==> config.mk <==
export PLATFORM = sky130hd
export DESIGN_NAME = bus_arbiter
export DESIGN_NICKNAME = d
export VERILOG_FILES = /design/src/rtl/bus_arbiter_pkg.sv /design/src/rtl/bus_arbiter_pick.sv /design/src/rtl/bus_arbiter.sv
export SDC_FILE = /design/constraint.sdc
export NUM_CORES = 1
export LEC_CHECK = 0
export ABC_AREA = 0
export CAP_MARGIN = 20
export CORE_AREA = 3 3 159 161
export CTS_CLUSTER_DIAMETER = 60
export DETAILED_ROUTE_END_ITERATION = 16
export DIE_AREA = 0 0 162 164
export GPL_ROUTABILITY_DRIVEN = 1
export GPL_TIMING_DRIVEN = 0
export HOLD_SLACK_MARGIN = 0.03
export MAX_ROUTING_LAYER = met4
export PLACE_DENSITY_LB_ADDON = 0.2
export REMOVE_ABC_BUFFERS = 1
export SETUP_SLACK_MARGIN = 0.3
export SLEW_MARGIN = 30
export SYNTH_ARGS = -nofsm -noshare
export SYNTH_HDL_FRONTEND = slang
export SYNTH_SLANG_ARGS = --single-unit
==> constraint.sdc <==
create_clock -name clk -period 10.7 [get_ports clk]
set_clock_uncertainty 0.05 [all_clocks]
set_input_delay 1.07 -clock clk [delete_from_list [all_inputs] [get_ports clk]]
set_output_delay 1.07 -clock clk [all_outputs]
set_load 0.03 [all_outputs]
==> src/rtl/bus_arbiter_pkg.sv <==
// Shared widths, FSM state encoding and the latched-transaction record for
// the two-port bus arbiter.
package bus_arbiter_pkg;

  localparam int ADDR_W = 20;
  localparam int DATA_W = 64;
  localparam int TAG_W  = 8;

  typedef enum logic [1:0] {
    IDLE = 2'd0,
    ADDR = 2'd1,
    DATA = 2'd2,
    DONE = 2'd3
  } state_e;

  typedef struct packed {
    logic              grant;
    logic              we;
    logic [ADDR_W-1:0] addr;
    logic [DATA_W-1:0] wdata;
    logic [TAG_W-1:0]  wtag;
  } txn_t;

endpackage

==> src/rtl/bus_arbiter_pick.sv <==
// Combinational grant selection between the two requesters.
// BUS_ARBITER_RR_EN selects round-robin tie breaking; otherwise port 0 wins ties.
module bus_arbiter_pick (
  input  logic valid0_i,
  input  logic valid1_i,
  input  logic last_grant_i,
  output logic grant_any_o,
  output logic grant_id_o
);

  assign grant_any_o = valid0_i | valid1_i;

`ifdef BUS_ARBITER_RR_EN
  // On a tie the port that did not win the previous grant goes next.
  assign grant_id_o = valid1_i & (~valid0_i | ~last_grant_i);
`else
  logic unused_last_grant;
  assign unused_last_grant = last_grant_i;
  assign grant_id_o        = valid1_i & ~valid0_i;
`endif

endmodule

==> src/rtl/bus_arbiter.sv <==
// Two-port arbiter driving a multiplexed address/data bus: IDLE -> ADDR -> DATA -> DONE.
// Optional round-robin tie breaking with BUS_ARBITER_RR_EN (fixed priority to port 0 otherwise).
module bus_arbiter
  import bus_arbiter_pkg::*;
(
  input  logic              clk,
  input  logic              reset,
  input  logic              req0_valid,
  input  logic              req0_we,
  input  logic [ADDR_W-1:0] req0_addr,
  input  logic [DATA_W-1:0] req0_wdata,
  input  logic [TAG_W-1:0]  req0_wtag,
  output logic              req0_ack,
  input  logic              req1_valid,
  input  logic              req1_we,
  input  logic [ADDR_W-1:0] req1_addr,
  input  logic [DATA_W-1:0] req1_wdata,
  input  logic [TAG_W-1:0]  req1_wtag,
  output logic              req1_ack,
  output logic [DATA_W-1:0] rdata,
  output logic [TAG_W-1:0]  rtag,
  input  logic [DATA_W-1:0] i_data,
  input  logic [TAG_W-1:0]  i_tag,
  output logic [DATA_W-1:0] o_ad,
  output logic [TAG_W-1:0]  o_tag,
  output logic              o_astb,
  output logic              o_rd,
  output logic              o_wr,
  output logic              busy
);

  state_e            state_q, state_d;
  txn_t              txn_q, txn_d;
  logic [DATA_W-1:0] ad_q, ad_d, rdata_q, rdata_d;
  logic [TAG_W-1:0]  tag_q, tag_d, rtag_q, rtag_d;
  logic              astb_q, astb_d, rd_q, rd_d, wr_q, wr_d;
  logic [1:0]        ack_q, ack_d;
  logic              grant_any, grant_id, last_grant;

  bus_arbiter_pick u_pick (
    .valid0_i     (req0_valid),
    .valid1_i     (req1_valid),
    .last_grant_i (last_grant),
    .grant_any_o  (grant_any),
    .grant_id_o   (grant_id)
  );

`ifdef BUS_ARBITER_RR_EN
  logic last_grant_q;
  always_ff @(posedge clk or posedge reset) begin
    if (reset)                          last_grant_q <= 1'b1;
    else if (state_q == IDLE && grant_any) last_grant_q <= grant_id;
  end
  assign last_grant = last_grant_q;
`else
  assign last_grant = 1'b1;
`endif

  // NOTE: every always_comb output gets a default first so no path can infer a latch.
  always_comb begin
    state_d = state_q;
    txn_d   = txn_q;
    unique case (state_q)
      IDLE: if (grant_any) begin
        state_d     = ADDR;
        txn_d.grant = grant_id;
        txn_d.we    = grant_id ? req1_we    : req0_we;
        txn_d.addr  = grant_id ? req1_addr  : req0_addr;
        txn_d.wdata = grant_id ? req1_wdata : req0_wdata;
        txn_d.wtag  = grant_id ? req1_wtag  : req0_wtag;
      end
      ADDR:    state_d = DATA;
      DATA:    state_d = DONE;
      DONE:    state_d = IDLE;
      default: state_d = IDLE;
    endcase
  end

  // Bus outputs are decoded from the next state so the registered copies line up with the FSM.
  always_comb begin
    ad_d    = '0;
    tag_d   = '0;
    astb_d  = 1'b0;
    rd_d    = 1'b0;
    wr_d    = 1'b0;
    ack_d   = 2'b00;
    rdata_d = rdata_q;
    rtag_d  = rtag_q;
    unique case (state_d)
      ADDR: begin
        astb_d = 1'b1;
        ad_d   = DATA_W'(txn_d.addr);
        rd_d   = ~txn_d.we;
        wr_d   = txn_d.we;
      end
      DATA: begin
        if (txn_d.we) begin
          ad_d  = txn_d.wdata;
          tag_d = txn_d.wtag;
          wr_d  = 1'b1;
        end else begin
          rd_d  = 1'b1;
        end
      end
      DONE:    ack_d[txn_d.grant] = 1'b1;
      default: ;
    endcase
    if (state_q == DATA && !txn_q.we) begin
      rdata_d = i_data;
      rtag_d  = i_tag;
    end
  end

  // NOTE: sequential state uses non-blocking assignments so all flops update together.
  always_ff @(posedge clk or posedge reset) begin
    if (reset) begin
      state_q <= IDLE;
      txn_q   <= '0;
      ad_q    <= '0;
      tag_q   <= '0;
      astb_q  <= 1'b0;
      rd_q    <= 1'b0;
      wr_q    <= 1'b0;
      ack_q   <= 2'b00;
      rdata_q <= '0;
      rtag_q  <= '0;
    end else begin
      state_q <= state_d;
      txn_q   <= txn_d;
      ad_q    <= ad_d;
      tag_q   <= tag_d;
      astb_q  <= astb_d;
      rd_q    <= rd_d;
      wr_q    <= wr_d;
      ack_q   <= ack_d;
      rdata_q <= rdata_d;
      rtag_q  <= rtag_d;
    end
  end

  assign o_ad     = ad_q;
  assign o_tag    = tag_q;
  assign o_astb   = astb_q;
  assign o_rd     = rd_q;
  assign o_wr     = wr_q;
  assign req0_ack = ack_q[0];
  assign req1_ack = ack_q[1];
  assign rdata    = rdata_q;
  assign rtag     = rtag_q;
  assign busy     = (state_q != IDLE);

endmodule
# Word-level counts from Yosys, hierarchy flattened
# Index checks and enable logic that the tools add are counted.
dict set report op_classes {
  n_div 0
  n_addsub 0
  shift 0
  mux 20
  bitwise 4
  mul 0
  eq_ne 6
  n_lt_le_gt_ge 2
  n_reduce_logical 5
}
# operator n
set ops {}
lappend ops {{2-to-1 mux 94 bit} 2}
lappend ops {{2-to-1 mux 64 bit} 2}
lappend ops {{one-hot mux 64 bit (2 select lines)} 1}
lappend ops {{2-to-1 mux 8 bit} 3}
lappend ops {{2-to-1 mux 20 bit} 1}
lappend ops {{equality test 2 bit, second input constant} 4}
lappend ops {{one-hot mux 2 bit (4 select lines)} 1}
lappend ops {{2-to-1 mux 1 bit} 5}
lappend ops {{equality test 2 x 1 -> 1 bit, second input constant} 2}
lappend ops {{2-to-1 mux 2 bit} 2}
lappend ops {{one-hot mux 1 bit (2 select lines)} 2}
lappend ops {{logical AND 1 bit} 2}
lappend ops {{logical NOT 2 bit} 1}
lappend ops {{< comparator 1 x 2 -> 1 bit, second input constant} 1}
lappend ops {{inverter 1 bit} 2}
lappend ops {{nonzero test 2 bit} 1}
lappend ops {{bitwise AND 1 bit} 1}
lappend ops {{demux 1 bit (select 1 bit)} 1}
lappend ops {{>= comparator 1 bit, second input constant} 1}
lappend ops {{logical NOT 1 bit} 1}
lappend ops {{bitwise OR 1 bit} 1}
dict set report totals {
  ff_bits 245
  output_inout_bits 150
  input_bits 262
  mem_count 0
  mem_bits_rw 0
  latch_bits 0
  mem_bits_ro 0
}

# Logic depth before layout (Yosys ltp)
dict set report depth {
  word_depth 10
  mapped_depth 8
}

# Hierarchy
# From an unflattened synthesis, not the netlist that was laid out.
dict set report unflattened {
  hier_cells 790
  hier_area_um2 9989.6
}
# mod area_per_inst_um2 n_inst cells_per_inst
set modules_own_cells {}
lappend modules_own_cells {bus_arbiter 9977.1 1 788}
lappend modules_own_cells {bus_arbiter_pick 12.5 1 2}

# Worst setup path after synthesis
# OpenSTA, ideal clock, no wires.
dict set report synth_path {
  path_kind {register to output}
  start {reg state_q[0]}
  end {out busy}
  stages_incl_launch_ff 6
  setup_slack_ns 8.095
  required_time_ns 9.580
  arrival_ns 1.485
  path_cell_list {dfrtp_1 > inv_1 > ha_1 > inv_2 > clkbuf_1 > clkbuf_1}
}
dict set report synth_via {
  elab_chain_cells 1
}
# item line
set synth_lines {}
lappend synth_lines {{from (decl)} bus_arbiter.sv:32} ;# state_e state_q, state_d;
lappend synth_lines {{from (signal assigned)} bus_arbiter.sv:128} ;# state_q <= state_d;
lappend synth_lines {{nonzero test 2 bit} bus_arbiter.sv:150} ;# assign busy = (state_q != IDLE);
lappend synth_lines {{to (decl)} bus_arbiter.sv:29} ;# output logic busy
# No other way between the ends.

# Worst setup path in the final report
# Ends and elaborated chain as after synthesis.

==> results by group <==
Critical path
  – Reg2reg end: o_ad[26]
  – Worst Setup SP: state_q[0]
  – CP Cell Sequence: inv_1 -> ha_1 -> inv_4 -> buf_12 -> clkdlybuf4s50_1
  – Critical Path End Type: output pin
  – FF-to-FF path depth: 7
  – CP max-delay cell: clkdlybuf4s50_1
  – Crit path buf inv count: 4
  – Critical Path Start Type: register
  – Flop2flop setup slack: 7.67 ns
  – Crit path kind: register to output pin
  – Crit path DAT: 2.80 ns
  – Critical Path Max Stage Delay: 0.71 ns
  – Top delay family on crit path: buffers and inverters
  – CP required: 9.58 ns
  – Worst R2R Start: state_q[0]
  – Worst-path maximum fanout: 53

Layout
  – Area growth syn-to-layout: 58.1%
  – Fin util: 62.2%
  – Share of cells above drive strength 1: 11.7%
  – Layout Cells excl Fill: 1491
  – Final Net Count: 1415

Routing
  – Routed wire per std cell: 18.5 µm
  – Routed Antenna Nets: 0
  – Vias per cell: 4.98
  – Drt pass-1 iters: 5
  – DRC Markers: 0
  – Via count: 7430
  – Iter 0 DRT Violations: 430
  – Drt total wl: 27600 µm

Logic synthesis
  – Number of synthesized register bits: 245
  – Largest cells by area after synthesis: dfrtp_1 (65%), mux2_2 (8.6%), a22oi_1 (7.3%)
  – Synth Cell Area: 9480 µm²
  – Post-synth top area share: 64.7%
  – Number of flops mapped to enable cells by yosys: 0
  – Main synth FF type: dfrtp_1
  – Dominant cell type by area after synthesis: dfrtp_1
  – Netlist cell types: 27
  – Mean Syn Cell Area: 12.6 µm²
  – Register area share after synthesis: 64.7%
  – Mapped Cells: 754
  – Most frequent cell after synthesis: dfrtp_1
  – Most instantiated cells after synthesis: dfrtp_1 (245), a22oi_1 (92), nand2_1 (92)
  – Yosys warns: 0
  – Async S/R FF share, synth: 100%

Die
  – Die H: 164 µm
  – Die Area: 26600 µm²
  – # IOs: 412
  – Cell Rows: 57
  – Core box area: 24100 µm²
  – Die Span X: 162 µm
  – Initial Util: 39.3%

Clock network
  – Root Buffer: clkbuf_16
  – CTS Buf Count: 26
  – # hold bufs at CTS: 0
  – CTS max path bufs: 3
  – Clk sinks: 245
  – CTS tree: built
  – Setup bufs post-CTS: 0
  – H-tree depth: 1
  – # resized after CTS: 0
  – Skew-Pair Late Insertion Delay: 0.52 ns
  – Clock transition at path regs: 0.06 ns

Global route
  – First-pass GRT wire length: 41500 µm
  – Largest net degree at the start of global routing: 90
  – Vias in the first global route: 7436
  – Initial antenna violation count: 0
  – GRT overflow: 0
  – Tot GR Track Use: 20.4%

Placement
  – DP Worst Slack: 6.95 ns
  – IO Port Bufs: 411
  – RD Place Congestion: 0.737
  – HPWL Detailed: 20300 µm
  – Cells after DPL: 1444

STA
  – Final setup fails: 0
  – Max Clk Rate: 0.255 GHz
  – Endpoints failing hold: 0
  – RSZ-0062 raised after global routing: no
  – Minimum clock period: 3.92 ns
  – Max_slew headroom: 46.8%
  – Fin. max-slew vios: 0
  – Worst-Margin Slew: 0.797 ns
  – Worst setup margin: 6.78 ns
  – Fin crit share: 36.6%
  – Setup TNS: 0 ns

Worst hold path
  – Hold EP: txn_q[1]
  – Worst Min Path Start: txn_q[1]
  – Worst hold path class: register to register
  – Hold depth: 2

Power and ir drop
  – Max VDD drop: 0.154 mV
  – Leak Pwr: 0.00632 µW
  – Pwr Density: 285 nW/µm²

Run status
  – Status: completed

Run
  – Max-cap check violation count: 0
registers in the layout, indices dropped and copies added, names as in the netlist:
register  cells
rdata        64
rtag          8
o_tag         8
state_q       2
o_astb        1
ack_q         2
txn_q        94
o_rd          1
o_wr          1
o_ad         64
report_power, final:
part / internal, µW / switching [µW]
clock network: 543 / 354
logic: 843 / 1090
registers: 1320 / 129
how the worst max path moves through the flow:
stage / to / slack [ns] / cells past startpoint
6_report: busy / 6.78 / 5
3_5_place_dp: o_ad[35] / 6.95 / 6
2_1_floorplan: ack_q[0] / 2.85 / 1
3_3_place_gp: txn_q[22] / -0.16 / 2
5_1_grt: busy / 6.66 / 5
4_1_cts: busy / 6.78 / 5
final cells by class:
class	instances	area (µm²)
repair buffers	426	4490
clock buffers	38	766
multi-input cells	442	3050
inverters	7	36.3
fillers	1991	9120
clock inverters	8	104
well taps	324	405
diodes	1	2.50
flip-flops and latches	245	6130
metrics by stage:
| stage | cell area, µm² | power, µW | hold slack (ns) |
|---|---|---|---|
| after global routing | 15000 | 4520 | 0.457 |
| final | 15000 | 4280 | 0.427 |
| after CTS | 15000 | 4330 | 0.432 |
| after detailed placement | 14100 | 3420 | 0.419 |
| after global placement | 13700 | 3330 | 0.407 |
| after floorplan | 9190 | 2540 | 0.396 |
cells in the final DEF, fill, tap and decap left out, types with 7 or more instances in the layout:
cell type,n
mux2_2,72
a22oi_1,92
nor2b_1,53
nand2_1,92
a32o_1,20
clkbuf_16,26
o21ai_1,24
clkdlybuf4s50_1,410
o21ai_0,68
clkbuf_8,7
dfrtp_1,245
buf_16,12
metal layers:
layer,vias to the layer above,GRT usage [%],routed length (µm)
met5,-,-,0
met4,0,4.77,523
met3,33,7.34,2840
met2,325,34.5,13800
met1,3603,23.5,10400
li1,3469,-,-
tightest hold or removal path, cell delays in order, from the launching register on:
cell and delay [ns]:
dfrtp_1 0.32, nand2_1 0.04, o21ai_0 0.07
logic make-up (layout without fill, tap and decap cells):
group / count (synthesis) / in the layout / share of synthesized area, %
muxes: 72 / 72 / 8.55
other: 0 / 1 / 0
adders and majority gates: 5 / 5 / 0.660
AOI/OAI and AO/OA: 210 / 210 / 14.9
DFF: 245 / 245 / 64.7
and+or+nand+nor: 155 / 155 / 7.88
buffers and inverters: 67 / 479 / 3.37
Power figures use the tool's default switching activity.
